===== src/rtl/urcpu_mem_pkg.sv =====
// Shared memory-subsystem definitions: address/length widths and the
// sequencer FSM encoding, also used by the 20-bit address decoder.
package urcpu_mem_pkg;

    localparam int ADDR_WIDTH = 20;
    localparam int LEN_WIDTH  = 8;

    typedef enum logic [1:0] {
        ST_IDLE  = 2'd0,
        ST_BURST = 2'd1,
        ST_DONE  = 2'd2
    } seq_state_t;

endpackage : urcpu_mem_pkg


===== src/rtl/addr_counter.sv =====
// Loadable word-address counter; increments modulo 2^WIDTH with no carry out.
module addr_counter #(
    parameter int WIDTH = 20
) (
    input  logic             clk,
    input  logic             rst,
    input  logic             load,
    input  logic [WIDTH-1:0] load_val,
    input  logic             inc,
    output logic [WIDTH-1:0] count
);

    // NOTE: sequential state uses non-blocking assignments so every flop
    // samples the pre-edge values of its neighbours.
    always_ff @(posedge clk or posedge rst) begin
        if (rst) begin
            count <= '0;
        end else if (load) begin
            count <= load_val;
        end else if (inc) begin
            count <= count + 1'b1;
        end
    end

endmodule : addr_counter


===== src/rtl/mem_addr_sequencer.sv =====
// Burst address sequencer feeding the 20-bit address decoder: accepts a
// start address and length, then steps one registered address per beat.
module mem_addr_sequencer
    import urcpu_mem_pkg::*;
#(
    parameter int ADDR_WIDTH = urcpu_mem_pkg::ADDR_WIDTH,
    parameter int LEN_WIDTH  = urcpu_mem_pkg::LEN_WIDTH
) (
    input  logic                  clk,
    input  logic                  rst,
    input  logic                  req_valid,
    output logic                  req_ready,
    input  logic [ADDR_WIDTH-1:0] req_addr,
    input  logic [LEN_WIDTH-1:0]  req_len,
    input  logic                  req_write,
    output logic [ADDR_WIDTH-1:0] addr_bits,
    output logic                  addr_valid,
    output logic                  addr_write,
    input  logic                  mem_ready,
    output logic                  busy,
    output logic                  done
);

    seq_state_t           state;
    logic [LEN_WIDTH-1:0] beat_cnt;
    logic                 accept;
    logic                 step;

    // req_ready is itself a register that is high only in IDLE.
    assign accept = req_ready && req_valid;
    assign step   = (state == ST_BURST) && mem_ready && (beat_cnt != '0);

    addr_counter #(
        .WIDTH (ADDR_WIDTH)
    ) u_addr_counter (
        .clk      (clk),
        .rst      (rst),
        .load     (accept),
        .load_val (req_addr),
        .inc      (step),
        .count    (addr_bits)
    );

    // The status outputs are flops updated together with the state, so they
    // never depend combinationally on any input.
    always_ff @(posedge clk or posedge rst) begin
        if (rst) begin
            state      <= ST_IDLE;
            beat_cnt   <= '0;
            addr_write <= 1'b0;
            req_ready  <= 1'b1;
            addr_valid <= 1'b0;
            busy       <= 1'b0;
            done       <= 1'b0;
        end else begin
            case (state)
                ST_IDLE: begin
                    if (accept) begin
                        state      <= ST_BURST;
                        beat_cnt   <= req_len;
                        addr_write <= req_write;
                        req_ready  <= 1'b0;
                        addr_valid <= 1'b1;
                        busy       <= 1'b1;
                    end
                end
                ST_BURST: begin
                    if (mem_ready) begin
                        if (beat_cnt != '0) begin
                            beat_cnt <= beat_cnt - 1'b1;
                        end else begin
                            state      <= ST_DONE;
                            addr_valid <= 1'b0;
                            done       <= 1'b1;
                        end
                    end
                end
                ST_DONE: begin
                    state     <= ST_IDLE;
                    done      <= 1'b0;
                    busy      <= 1'b0;
                    req_ready <= 1'b1;
                end
                default: begin
                    state      <= ST_IDLE;
                    addr_valid <= 1'b0;
                    done       <= 1'b0;
                    busy       <= 1'b0;
                    req_ready  <= 1'b1;
                end
            endcase
        end
    end

endmodule : mem_addr_sequencer


===== config.mk =====
export PLATFORM = sky130hd
export DESIGN_NAME = mem_addr_sequencer
export DESIGN_NICKNAME = d
export VERILOG_FILES = /design/src/rtl/urcpu_mem_pkg.sv /design/src/rtl/addr_counter.sv /design/src/rtl/mem_addr_sequencer.sv
export SDC_FILE = /design/constraint.sdc
export NUM_CORES = 1
export LEC_CHECK = 0
export BUFFER_PORTS_ARGS = -buffer_cell sky130_fd_sc_hd__buf_2
export CAP_MARGIN = 20
export CORE_MARGIN = 2
export CORE_UTILIZATION = 54
export CTS_BUF_LIST = sky130_fd_sc_hd__clkbuf_8
export CTS_CLUSTER_DIAMETER = 80
export DETAILED_ROUTE_END_ITERATION = 8
export PLACE_DENSITY = 0.91
export SLEW_MARGIN = 20
export SYNTH_ARGS = -nofsm -noshare
export SYNTH_HDL_FRONTEND = slang
export SYNTH_SLANG_ARGS = --single-unit

===== constraint.sdc =====
create_clock -name clk -period 2.58 [get_ports clk]
set_clock_uncertainty 0.05 [all_clocks]
set_input_delay 0.258 -clock clk [delete_from_list [all_inputs] [get_ports clk]]
set_output_delay 0.258 -clock clk [all_outputs]
set_load 0.005 [all_outputs]

### After elaboration in Yosys (flattened, before gate mapping)

Index checks and enable logic that the tools add are counted.

| operators by class | value |
|---|---|
| bitwise logic cells | 3 |
| equal/unequal tests | 6 |
| $add $sub $neg | 2 |
| reduce and logical (&&, ||, !) cells | 13 |
| mux-type cells | 20 |

Operators with widths:

| operator | number |
|---|---|
| 20-bit two-way mux | 2 |
| 8-bit two-way mux | 3 |
| 20-bit by 1-bit adder with 20-bit output (second input constant) | 1 |
| 8-bit case mux with 2 select lines | 1 |
| 4-bit AND reduction | 2 |
| 8-bit nonzero test | 1 |
| 8-bit by 1-bit subtractor with 8-bit output (second input constant) | 1 |
| 1-bit two-way mux | 6 |
| 2-bit two-way mux | 3 |
| 2-bit != test (second input constant) | 3 |
| 1-bit case mux with 2 select lines | 3 |
| 3-bit AND reduction | 2 |
| 2-bit case mux with 2 select lines | 1 |
| 2-bit AND reduction | 2 |
| 2-bit nonzero test | 2 |
| 1-bit logical AND | 3 |
| 1-bit NOT | 3 |
| 1-bit case mux with 3 select lines | 1 |
| 2-bit by 1-bit == test with 1-bit output (second input constant) | 1 |
| 2-bit == test (second input constant) | 1 |
| 2-bit logical NOT | 1 |
| 2-bit by 1-bit != test with 1-bit output (second input constant) | 1 |

| word-level totals | value |
|---|---|
| output and inout bits | 25 |
| word-level logic and storage cells | 52 |
| flip-flop bits (word level) | 35 |
| input bits | 33 |

### Longest topological paths before layout

Gate-level depths: netlist (run 1).

| depth | value |
|---|---|
| depth after elaboration | 5 |
| gate-level depth with buffers | 7 |
| mapped depth without buffers | 6 |

### Hierarchy

A second synthesis (run 1) with hierarchy kept.

| second synthesis, totals | value |
|---|---|
| cell total of the unflattened synthesis | 233 |
| area, all modules | 2,115.8 um^2 |

By module, submodules not included:

| module | instances | area an instance (um^2) | cells each | seq. area each (um^2) |
|---|---|---|---|---|
| addr_counter | 1 | 1,199.9 | 133 | 500.5 |
| mem_addr_sequencer | 1 | 915.9 | 100 | 376.6 |

### Worst setup path before layout (run 1)

OpenSTA, ideal clock, no wires.

| path | value |
|---|---|
| path kind | register -> register |
| start | reg req_ready |
| end | reg beat_cnt[0] |
| path buffers | 0 |
| library setup time | 124 ps |
| arrival time | 1,743 ps |
| cell stages (with the launch flop) | 5 |
| setup slack | 663 ps |
| required time | 2,406 ps |
| clock period less this slack | 1,917 ps |
| cells stage by stage | dfstp_2 > nand2_1 > nor3_1 > nor2_1 > a211o_1 |

| on the way | value |
|---|---|
| cells in the longest elaborated chain, start to end | 3 |

Ends and longest elaborated chain:

| what | line | RTL |
|---|---|---|
| start, declared | mem_addr_sequencer.sv:12 | `output logic req_ready,` |
| start signal, assigned | mem_addr_sequencer.sv:51 | `req_ready <= 1'b1;` |
| start signal, assigned | mem_addr_sequencer.sv:62 | `req_ready <= 1'b0;` |
| start signal, assigned | mem_addr_sequencer.sv:82 | `req_ready <= 1'b1;` |
| 1-bit logical AND | mem_addr_sequencer.sv:30 | `assign accept = req_ready && req_valid;` |
| 2-bit != test (no line) | n/a |  |
| 4-bit AND reduction (no line) | n/a |  |
| end signal, assigned | mem_addr_sequencer.sv:60 | `beat_cnt <= req_len;` |
| end signal, assigned | mem_addr_sequencer.sv:70 | `beat_cnt <= beat_cnt - 1'b1;` |
| end, declared | mem_addr_sequencer.sv:25 | `logic [LEN_WIDTH-1:0] beat_cnt;` |

No other way between the ends.
A chain may end at the register's enable or synchronous reset.

### Worst setup path after layout (run 1)

| path | value |
|---|---|
| start | reg beat_cnt[0] |
| end | reg beat_cnt[1] |

| on the way | value |
|---|---|
| cells in the longest elaborated chain, start to end | 4 |
| elaborated cells on any way between the ends | 7 |
| those cells by class | add/sub (1); eq/ne (1); mux (3); reduce/logical (2) |

Ends and longest elaborated chain:

| what | line | RTL |
|---|---|---|
| 8-bit by 1-bit subtractor with 8-bit output | mem_addr_sequencer.sv:70 |  |
| 8-bit two-way mux | mem_addr_sequencer.sv:69 | `if (beat_cnt != '0) begin` |
| 8-bit two-way mux | mem_addr_sequencer.sv:68 | `if (mem_ready) begin` |
| 8-bit case mux with 2 select lines | mem_addr_sequencer.sv:56 | `case (state)` |

Parallel ways exist; a longest one is shown, timed or not. The select of a mux whose other input is x is not followed.

==> summary.md, run 1 <==
The run finished with clean final reports. The share of the synthesized area in the top cell type is 40.96%. For the initial antenna violation count, the log shows 0.

The width of the chip is 66.02 um. Based on the critical path, the design can be clocked at up to 471.2 MHz. In this run the deepest clock path goes through 2 buffers. Number of buffers inserted during clock tree synthesis: 5. Entering global routing, the biggest net connects 29 pins.

The number of fillers in the final layout was 310. Start point of the worst min-delay path: req_write. CTS built an H-tree with a depth of 2. The flip-flop and latch count after synthesis is 35.

Setup violations remaining at the end of the flow were counted as 0. In the layout the commonest cells are buf_2, dfrtp_1, nor2_1, nand2_1, a31oi_1. Counting tap cells, the placed design contains a total of 330 instances. Remaining max-slew budget at the tightest pin: 58.60%. In the routed layout, each cell is associated on average with a via count of 6.077. The final layout contains 326 nets. The slew at the pin closest to its max-slew limit works out to 0.6209 ns. The most common cell after layout, fill and taps aside was buf_2.

Yosys printed 0 warnings. The synthesized netlist occupies a cell area of 0.002077 sq mm. The count of buffers added on input and output ports is 57. The delay of the slowest cell on the worst path works out to 0.51 ns. The die footprint is 0.004359 sq mm, and the final RePlAce weighted congestion is 0.8881. Summed over all layers, the routed wires come to 5.079 mm.

Number of global-route vias before repair: 1869. Cell with the largest stage delay on the worst path: nor3b_1. Clock-pin slew was measured on the worst setup and hold paths at 0.07 ns.

The initial utilization of the core area, before any placement, comes to 56.31%. The terminus of the critical flop-to-flop path is beat_cnt[1]. The cell at the root of the clock tree was clkbuf_8.

The signal on the critical path passes through inv_1 -> ha_1 -> nor3b_1 -> a21boi_2 -> nor2_1 -> mux2i_1. met2 is the most crowded layer. Count of pins over their slew limit: 0. The number of enable-type register cells in the synthesized netlist works out to 0. In the final layout, the multi-input gates occupy 0.001107 sq mm.

The estimated wirelength of the detail-placed design is 3.704 mm, and the average instance area after synthesis is 8.991 sq um. Clock tree synthesis found a total of 35 sinks. STA puts the critical path data required time at 2.75 ns. The floorplan has 22 rows. The count of unique library cells instantiated by Yosys is 53. Total power for the finished layout comes to 994.9 uW. The die height was 66.02 um.

Across the run, the number of max-cap violations was 0. The logs give 0 for the final hold violation count and 33.59% for the fraction of met1 tracks used by global routing. The met2 demand-to-capacity share in global routing is 39.39%.

After clock tree synthesis, the setup repair step added 0 buffers. The worst setup path is of the flop to flop kind. Number of stages on the worst hold path: 3. The min-delay analysis places its worst path in the category input port to flop. The global-route wire length before repair is 8.355 mm, and the fraction of final layout cells sized beyond drive strength 1 is 26.12%.

Counting every net in the synthesized netlist gives 267. From synthesis to final layout, the design area changed by 20.84%. The worst register-to-register path begins at beat_cnt[0]. For this design the ratio of total power to cell area is 396.4 mW/mm^2. The first detailed-routing pass ran for 5 iterations. The tools report the category of the worst setup path launch point as a flop. After technology mapping, the gate count stands at 231.

The largest vdd supply drop is 328.1 uV, and the number of DRC markers in iteration 0 is 212. The total area inside the core boundary comes to 0.003689 sq mm. STA classifies the critical path endpoint as a flop. Sorting the synthesized cells by area gives the leading types as dfrtp_1, nor2_1, or4_1, a31oi_1, nand2_1. The tools report the final non-filler cell total as 339.

The met3 capacity usage during global routing was 5.622%; the fraction of the yosys area taken by sequential cells was 42.23%. After synthesis, the share of flip-flops with an asynchronous set or reset is 100.0%. Setup repair after global routing left no endpoint under its margin. Of all nets on the critical path, the largest fanout is 10. The final cycle utilization of the critical path is 82.25%. The worst hold path terminates at addr_write. The logs give 1 for the cts-stage hold buffer count and 0.46 ns for the setup slack of the most critical reg-to-reg path. The clock reaches the later pin of the worst-skew pair after 0.29 ns.

The I/O pin count came out at 58. The tools report the antenna diode count as 0. For this run, the leading register cell type out of synthesis is dfrtp_1. The run gives 0 ns as the post-route setup TNS. The sequential cells in the finished layout cover a total of 877.1 sq um. The number of design rule violations left after detail routing was 0; the per-cell routed wire length was 14.98 um. The remaining antenna violation count was 0. The length in cells of the worst reg-to-reg path is 6.

The static leakage is 1.203 nW. Library cell occupying the most area in the post-synthesis netlist: dfrtp_1. Across every metal layer, demand over resource in global routing totals 24.97%.

The leftover overflow at the end of global routing is 0. TritonCTS built the clock tree. The signal arrival time at the worst endpoint is 2.29 ns, and the final critical delay including setup and external delays is 2.122 ns.

The logs give 2060 for the total number of vias and 0 for the number of resized instances in the post-cts repair step.
registers in the layout, summed over array words and instances (netlist names):
| name | cells |
|---|---|
| beat_cnt | 8 |
| done | 1 |
| addr_write | 1 |
| req_ready | 1 |
| busy | 1 |
| u_addr_counter.count | 20 |
| addr_valid | 1 |
| state | 2 |
cell families after synthesis:
family          share of synthesized area [%]
compound gates                          22.65
xor+xnor                                2.108
fa+ha+maj                               1.807
buf+inv                                 4.458
flops                                   42.23
mux                                    0.9639
simple gates                            25.78
layer usage:
| metal | wire length, um | part of all wire [%] |
|---|---|---|
| met4 | 91 | 1.8 |
| met2 | 2353 | 46 |
| met5 | 0 | 0 |
| met3 | 384 | 7.6 |
| met1 | 2249 | 44 |
Yosys cell counts (all sizes together) (2+ instances only):
master and count:
and3 3, dfrtp 34, nor2 25, nand2 19
inv 11, or4 11, clkbuf 8, o21ai 12
a211oi 2, and4 3, mux2i 2, nand4 6
or3 3, o2111a 2, a31o 2, a31oi 13
o31ai 8, nand3 8, nor3 6, a21o 3
and2 3, o32ai 2, a21oi 8, ha 3
buf 3, nor4 5, xnor2 5
metrics by stage:
| stage | util [%] | cell area [sq um] | hold WS, ns | worst slack (ns) |
|---|---|---|---|---|
| floorplan | - | 2077 | 0.3134 | 0.6631 |
| global placement | 65.30 | 2409 | 0.2343 | 0.5988 |
| detailed placement | 65.30 | 2409 | 0.2376 | 0.5587 |
| CTS | 68.05 | 2510 | 0.1120 | 0.5064 |
| global route | 68.05 | 2510 | 0.1280 | 0.2809 |
| finish | 68.05 | 2510 | 0.1130 | 0.4579 |
cell type report:
| cell class | instances | share of cell area [%] |
|---|---|---|
| Timing Repair Buffer | 63 | 13.26 |
| Tap cell | 48 | 2.393 |
| Multi-Input combinational cell | 174 | 44.12 |
| Clock buffer | 6 | 3.290 |
| Inverter | 11 | 1.645 |
| Clock inverter | 2 | 0.3490 |
| Sequential cell | 35 | 34.95 |
power by group:
part | total [mW] | internal [mW] | switching, mW
clock network | 0.406 | 0.211 | 0.195
registers | 0.549 | 0.549 | 0
logic | 0.0398 | 0.0204 | 0.0193
total | 0.995 | 0.780 | 0.215
critical path, delay by kind of cell (launching register included):
family          cells  cell delay (ns)
mux                 1             0.22
fa+ha+maj           1             0.17
buf+inv             1             0.10
simple gates        2             0.83
compound gates      1             0.27
flops               1             0.42
how the worst max path moves through the flow:
stage | depth (start not counted) | startpoint | to | slack, ns
2_1_floorplan | 4 | req_ready | beat_cnt[0] | 0.66
3_3_place_gp | 6 | beat_cnt[0] | beat_cnt[0] | 0.60
3_5_place_dp | 6 | beat_cnt[0] | beat_cnt[1] | 0.56
4_1_cts | 6 | beat_cnt[0] | u_addr_counter.count[16] | 0.51
5_1_grt | 6 | beat_cnt[0] | beat_cnt[1] | 0.28
6_report | 6 | beat_cnt[0] | beat_cnt[1] | 0.46
No activity file was read; power rests on OpenSTA's default activity.
==> inputs of run 2 (changes only) <==
==> constraint.sdc (replaced) <==
create_clock -name clk -period 2.2 [get_ports clk]
set_clock_uncertainty 0.05 [all_clocks]
set_input_delay 0.22 -clock clk [delete_from_list [all_inputs] [get_ports clk]]
set_output_delay 0.22 -clock clk [all_outputs]
set_load 0.005 [all_outputs]
==> run 2 against run 1 <==
  * Cell area is 1.7% higher
  * Routed wire length decreased by 1.5%
  * Via count is 0.78% higher
  * Fmax is 3.4% higher
  * Hold slack worse by 0.043 ns
  * Global-route usage is 0.89 points higher
  * Sequential power grew 17%
  * Core utilization grew 1.2 points
  * Largest power group unchanged
==> summary.md, run 2 (synthesized netlist as in run 1, its figures left out) <==
The run finished with clean final reports. The estimated wirelength of the detail-placed design is 3.644 mm (-1.6%), and the starting density of the core is 56.31% (unchanged). STA classifies the critical path startpoint as a flop. The final critical delay including setup and external delays is 2.051 ns (-0.07066 ns), and the synthesis-to-finish area growth is 22.89%.

The worst hold path begins at req_write. The fraction of final layout cells sized beyond drive strength 1 is 27.70% (+1.6 points), and the die height is 66.02 um (unchanged). Width of the chip: 66.02 um (unchanged).

The H-tree depth is 2 (unchanged), and the remaining antenna violation count is 0 (unchanged). The quantity of I/O buffers inserted on ports came out at 57 (unchanged). The class of the most critical hold timing path was input port to flop. The later-pin clock latency in the skew report was 0.29 ns (about the same); the final hold violation count was 0 (unchanged). The I/O pin count was 58 (unchanged). The number of design rule violations left after detail routing was 0 (unchanged); the die footprint was 0.004359 sq mm (unchanged). For the highest clock frequency the design can meet, the log shows 487.5 MHz (+3.4%). The worst setup path is of the flop to flop kind.

The tools report the core region area as 0.003689 sq mm (unchanged). The startpoint identified for the worst register-to-register timing path is beat_cnt[5]. Initial antenna violation count: 0 (unchanged). The per-cell routed wire length came out at 14.54 um (-2.9%).

The first-pass iteration count of the detailed router is 4 (-1). Clock tree synthesis selected as its root buffer the cell clkbuf_8. The count of pins over their slew limit is 0 (unchanged). Power density relative to cell area: 456.9 mW/mm^2 (+15%).

The flip-flop count of the largest register after layout is 20 (unchanged), and the post-route worst setup slack is 0.1485 ns (-0.3093 ns). The antenna diode count was 0 (unchanged); the number of buffers inserted during clock tree synthesis was 5 (unchanged). The most flop-heavy register is u_addr_counter.count.

The final cycle utilization of the critical path was 93.25% (+11 points). The global-route wire length before repair was 8.659 mm (+3.6%); the number of DRC markers in iteration 0 was 179 (-16%). The run gives 2.36 ns (-0.39 ns) as the worst path required time.

For the final number of setup-violating endpoints, the log shows 0 (unchanged). The terminus of the critical flop-to-flop path is u_addr_counter.count[13]. The largest fanout on the critical path works out to 14 (+4). The post-route setup TNS is 0 ns (unchanged).

The endpoint type of the worst setup path is a flop. The most common cell after layout, fill and taps aside is buf_2. For the final wirelength, the log shows 5.003 mm (-1.5%). The row count is 22 (unchanged), and the number of maximum-capacitance violations is 0 (unchanged). The post-layout net count was 331 (+1.5%); the overall routing resource usage was 25.86% (+0.89 points).

The run gives 2.22 ns (-0.07 ns) as the signal arrival time at the worst endpoint. The final RePlAce weighted congestion was 0.8691 (-2.1%); the static leakage was 1.232 nW (+2.4%). The run gives 1947 (+4.2%) as the number of global-route vias before repair. TritonCTS built the clock tree. The largest vdd supply drop was 378.6 uV (+15%); the leftover overflow at the end of global routing was 0 (unchanged). The via density per instance was 6.035 (-0.69%); the largest net degree at the start of global routing was 36 (+24%). The tools report the worst hold path endpoint as addr_write.

The run gives 0.1525 ns (-0.4061 ns) as the post-placement worst setup slack. In the final layout, the registers with the most flip-flops are u_addr_counter.count: 20 flops, beat_cnt: 8 flops, state: 2 flops. Setup repair after global routing left no endpoint under its margin. The logs give 2076 (+0.78%) for the total number of vias and 0.15 ns (-0.31 ns) for the setup slack of the most critical reg-to-reg path. For the remaining max-slew budget at the tightest pin, the log shows 61.56% (+3.0 points). For the worst-case clock buffer depth, the log shows 2 (unchanged). The length in cells of the worst reg-to-reg path was 4 (-2); the slew at the pin closest to its max-slew limit was 0.5766 ns (-0.04428 ns). The clock slew at the register clock pins of the worst setup and hold paths was 0.07 ns (about the same).

The number of stages on the worst hold path works out to 3 (unchanged). The sink count of the clock tree was 35 (unchanged). In the layout the commonest cells are buf_2, dfrtp_1, nor2_1, nand2_1, a31oi_1.
==> run 2: where the power goes <==
group / internal [mW] / switching, mW
combinational: 0.0240 / 0.0224
sequential: 0.643 / 0
clock: 0.248 / 0.229
==> run 2: layer usage <==
layer / track usage (%) / vias to the layer above / wire (um)
met4: 10.20 / 0 / 78
met5: 0 / - / 0
met1: 35.71 / 973 / 2229
met2: 38.89 / 84 / 2320
li1: - / 1011 / -
met3: 6.644 / 8 / 374
==> run 2: worst max-delay path, cell delays in order (launching register included) <==
cell and delay, ns:
dfrtp_1 0.45, or4_1 0.71, o211ai_4 0.42, o31ai_1 0.16
a31oi_1 0.19
==> run 2: timing repair <==
action | in CTS | in global routing
hold buffers | 1 | 0
resized for setup | 0 | 1
endpoints found under the setup margin | 0 | 2
hold endpoints to repair | 34 | 0
setup buffers | 0 | 0
==> run 2: worst max path at each step <==
stage | startpoint | end | slack, ns
4_1_cts | beat_cnt[5] | u_addr_counter.count[13] | 0.14
6_report | beat_cnt[5] | u_addr_counter.count[13] | 0.15
3_3_place_gp | beat_cnt[1] | beat_cnt[7] | 0.26
2_1_floorplan | req_ready | beat_cnt[0] | 0.28
3_5_place_dp | beat_cnt[0] | u_addr_counter.count[13] | 0.15
5_1_grt | beat_cnt[0] | u_addr_counter.count[7] | 0.009
==> run 2: metrics by stage <==
stage	cell area, sq um	hold slack, ns	util (%)	instances	power, mW
floorplan	2077	0.2754	-	231	0.6680
global placement	2446	0.2874	66.32	335	0.7008
detailed placement	2446	0.2943	66.32	335	0.7020
CTS	2547	0.06638	69.06	344	1.173
global route	2552	0.08465	69.20	344	1.213
finish	2552	0.06981	69.20	344	1.166
==> run 2: layout make-up <==
| class | instances | area, sq um |
|---|---|---|
| timing repair buffer | 68 | 370.4 |
| sequential | 35 | 877.1 |
| multi-input combinational | 174 | 1112 |
| fill | 293 | 1136 |
| tap | 48 | 60.06 |
| clock inverter | 2 | 8.758 |
| inverter | 11 | 41.29 |
| clock buffer | 6 | 82.58 |
==> inputs of run 3 (changes only) <==
--- a/config.mk
+++ b/config.mk
@@ -13,7 +13,9 @@
 export CTS_CLUSTER_DIAMETER = 80
 export DETAILED_ROUTE_END_ITERATION = 8
 export PLACE_DENSITY = 0.91
+export RECOVER_POWER = 50
 export SLEW_MARGIN = 20
 export SYNTH_ARGS = -nofsm -noshare
 export SYNTH_HDL_FRONTEND = slang
 export SYNTH_SLANG_ARGS = --single-unit
+export TNS_END_PERCENT = 50
==> run 3 against run 2 <==
  * Critical path depth unchanged
  * Global-route usage is the same
  * Combinational power decreased by 1%
  * Largest cell class unchanged
==> summary.md, run 3 (synthesized netlist as in run 1, its figures left out) <==
The run finished with clean final reports. The cell family contributing the most delay on the critical path is compound AO/OA/AOI/OAI gates. For the antenna diode count, the log shows 0 (unchanged). The largest registers in the layout are u_addr_counter.count: 20 flops, beat_cnt: 8 flops, state: 2 flops. The global-route wire length before repair is 8.659 mm (unchanged).

The tools report the static leakage as 1.226 nW (-0.50%). The total internal power was 914.5 uW (about the same); the leftover overflow at the end of global routing was 0 (unchanged). The delay of the slowest cell on the worst path is 0.71 ns (about the same). The initial antenna violation count is 0 (unchanged). The logs give 2 (unchanged) for the worst-case clock buffer depth and 43.25% (-18 points) for the remaining max-slew budget at the tightest pin. The worst setup path is captured at a flop. The via density per instance was 6.044 (+0.14%). The quantity of I/O buffers inserted on ports was 57 (unchanged); the post-route setup TNS was 0 ns (unchanged). For the number of design rule violations left after detail routing, the log shows 0 (unchanged). On the critical path, the stage with the largest delay is an instance of or4_1. TritonCTS built the clock tree. The tools report the I/O pin count as 58 (unchanged). The tools report the start point of the worst min-delay path as req_write.

The total number of vias is 2079 (+0.14%), and the largest fanout on the critical path is 14 (unchanged). The final RePlAce weighted congestion was 0.8691 (unchanged); the switching power summed over all nets was 251.1 uW (about the same). The number of buffers inserted during clock tree synthesis is 5 (unchanged), and the worst-case hold slack is 0.06973 ns (-0.00007280 ns). For the starting density of the core, the log shows 56.31% (unchanged). The critical path in this run is classified as flop to flop.

The final number of setup-violating endpoints was 0 (unchanged); the core region area was 0.003689 sq mm (unchanged). The tools report the die footprint as 0.004359 sq mm (unchanged). The tools report the estimated wirelength of the detail-placed design as 3.644 mm (unchanged). In the layout the commonest cells are buf_2, dfrtp_1, nor2_1, nand2_1, a31oi_1. The end-of-flow core utilization was 69.06% (-0.14 points); the per-cell routed wire length was 14.54 um (about the same). Worst flop-to-flop path startpoint: beat_cnt[5]. For the number of maximum-capacitance violations, the log shows 0 (unchanged).

The share of total power in sequential cells came out at 55.2% (about the same). First-pass iteration count of the detailed router: 4 (unchanged). The largest net degree at the start of global routing came out at 36 (unchanged).

The clock slew at the register clock pins of the worst setup and hold paths came out at 0.07 ns (about the same). The tools report the overall routing resource usage as 25.86% (unchanged). The library cell used most frequently in the layout, excluding fill and tap cells, is buf_2. For the final instance area, the log shows 0.002547 sq mm (-0.20%). Part of the total power dissipated in combinational logic: 3.9% (about the same).

The tools report the number of DRC markers in iteration 0 as 179 (unchanged). The tools report the number of global-route vias before repair as 1947 (unchanged). The start point of the critical path was beat_cnt[5].

Setup repair after global routing left no endpoint under its margin. The final hold violation count was 0 (unchanged). The slew at the pin closest to its max-slew limit is 0.8512 ns (+0.2746 ns), and the row count is 22 (unchanged). The logs give 0 (unchanged) for the count of pins over their slew limit and 0 (unchanged) for the remaining antenna violation count. In this run the clock root is driven by a clkbuf_8.

The final cycle utilization of the critical path is 93.24% (about the same), and the largest vdd supply drop is 378.6 uV (about the same). Proportion of total power due to net switching: 21.54% (about the same). The tools report the worst path required time as 2.36 ns (about the same). For the signal arrival time at the worst endpoint, the log shows 2.22 ns (about the same). The class of the most critical hold timing path was input port to flop. Ranked by flip-flop count, first place goes to u_addr_counter.count. The fraction of final layout cells sized beyond drive strength 1 came out at 27.03% (-0.68 points). The run gives 290 (-1.0%) as the number of fillers in the final layout.

The highest clock frequency the design can meet is 487.5 MHz (about the same). The area growth from synthesis to layout is 22.65%. Power density relative to cell area: 457.6 mW/mm^2 (+0.15%). The final wirelength was 5.001 mm (about the same); the sink count of the clock tree was 35 (unchanged). The signal on the critical path passes through or4_1 -> o211ai_4 -> o31ai_1 -> a31oi_1.

The post-layout net count was 331 (unchanged). The flip-flop count of the largest register after layout was 20 (unchanged); the H-tree depth was 2 (unchanged). The die height is 66.02 um (unchanged), and the clock network power share is 40.9% (about the same). The number of buffer and inverter stages on the critical path was 0 (unchanged). The worst setup path is launched from a flop.

The final critical delay including setup and external delays was 2.051 ns (-0.00009200 ns). The later-pin clock latency in the skew report was 0.29 ns (about the same); the width of the chip was 66.02 um (unchanged). For the placed cell area, the log shows 0.002446 sq mm (unchanged).
run 3: changes by cell type in the layout (fill, tap and decap cells not counted):
cell / before / now
buf_4: 10 / 9
clkbuf_1: 0 / 2
buf_2: 57 / 55
clkbuf_2: 0 / 1
run 3: tightest hold or removal path, stage by stage:
cell,delay (ns)
buf_2,0.07
nand2_1,0.04
nand2_1,0.05
run 3: area by class of cell:
class | instances | area (sq um) | area share, %
multi-input combinational | 174 | 1112 | 43.66
sequential | 35 | 877.1 | 34.43
timing repair buffer | 68 | 365.4 | 14.34
clock buffer | 6 | 82.58 | 3.242
tap | 48 | 60.06 | 2.358
inverter | 11 | 41.29 | 1.621
clock inverter | 2 | 8.758 | 0.3438
run 3: layer usage:
metal / vias up / global-route usage (%) / wire, um
li1: 1011 / - / -
met1: 978 / 35.71 / 2229
met2: 82 / 38.89 / 2320
met3: 8 / 6.644 / 372
met4: 0 / 10.20 / 78
met5: - / 0 / 0
run 3: timing repair:
item,CTS,global route
endpoints found under the hold margin,34,0
hold buffers,1,0
buffers inserted,0,0
setup endpoints to repair,0,2
gates resized for setup,0,1
run 3: path summary, 6_finish.rpt:
path,to,slack (ns),cells after the start
worst max-delay path,u_addr_counter.count[13],0.15,4
worst min-delay path,addr_write,0.07,3
worst max register to register,u_addr_counter.count[13],0.15,4
worst min register to register,addr_valid,0.42,1
max in group asynchronous,beat_cnt[7],0.89,4
min in group asynchronous,u_addr_counter.count[19],0.67,4
run 3: power by group through the flow:
stage	clock network (mW)	registers, mW	logic [mW]
3_5_place_dp	0	0.656	0.0465
2_1_floorplan	0	0.656	0.0124
5_1_grt	0.517	0.643	0.0525
3_3_place_gp	0	0.656	0.0453
6_report	0.476	0.643	0.0458
4_1_cts	0.481	0.643	0.0480
run 3: through the flow:
stage               power [mW]  setup WS [ns]  instances
global route             1.212       0.008719        344
CTS                      1.173         0.1408        344
global placement        0.7008         0.2580        335
detailed placement      0.7020         0.1525        335
floorplan               0.6680         0.2831        231
finish                   1.166         0.1486        344
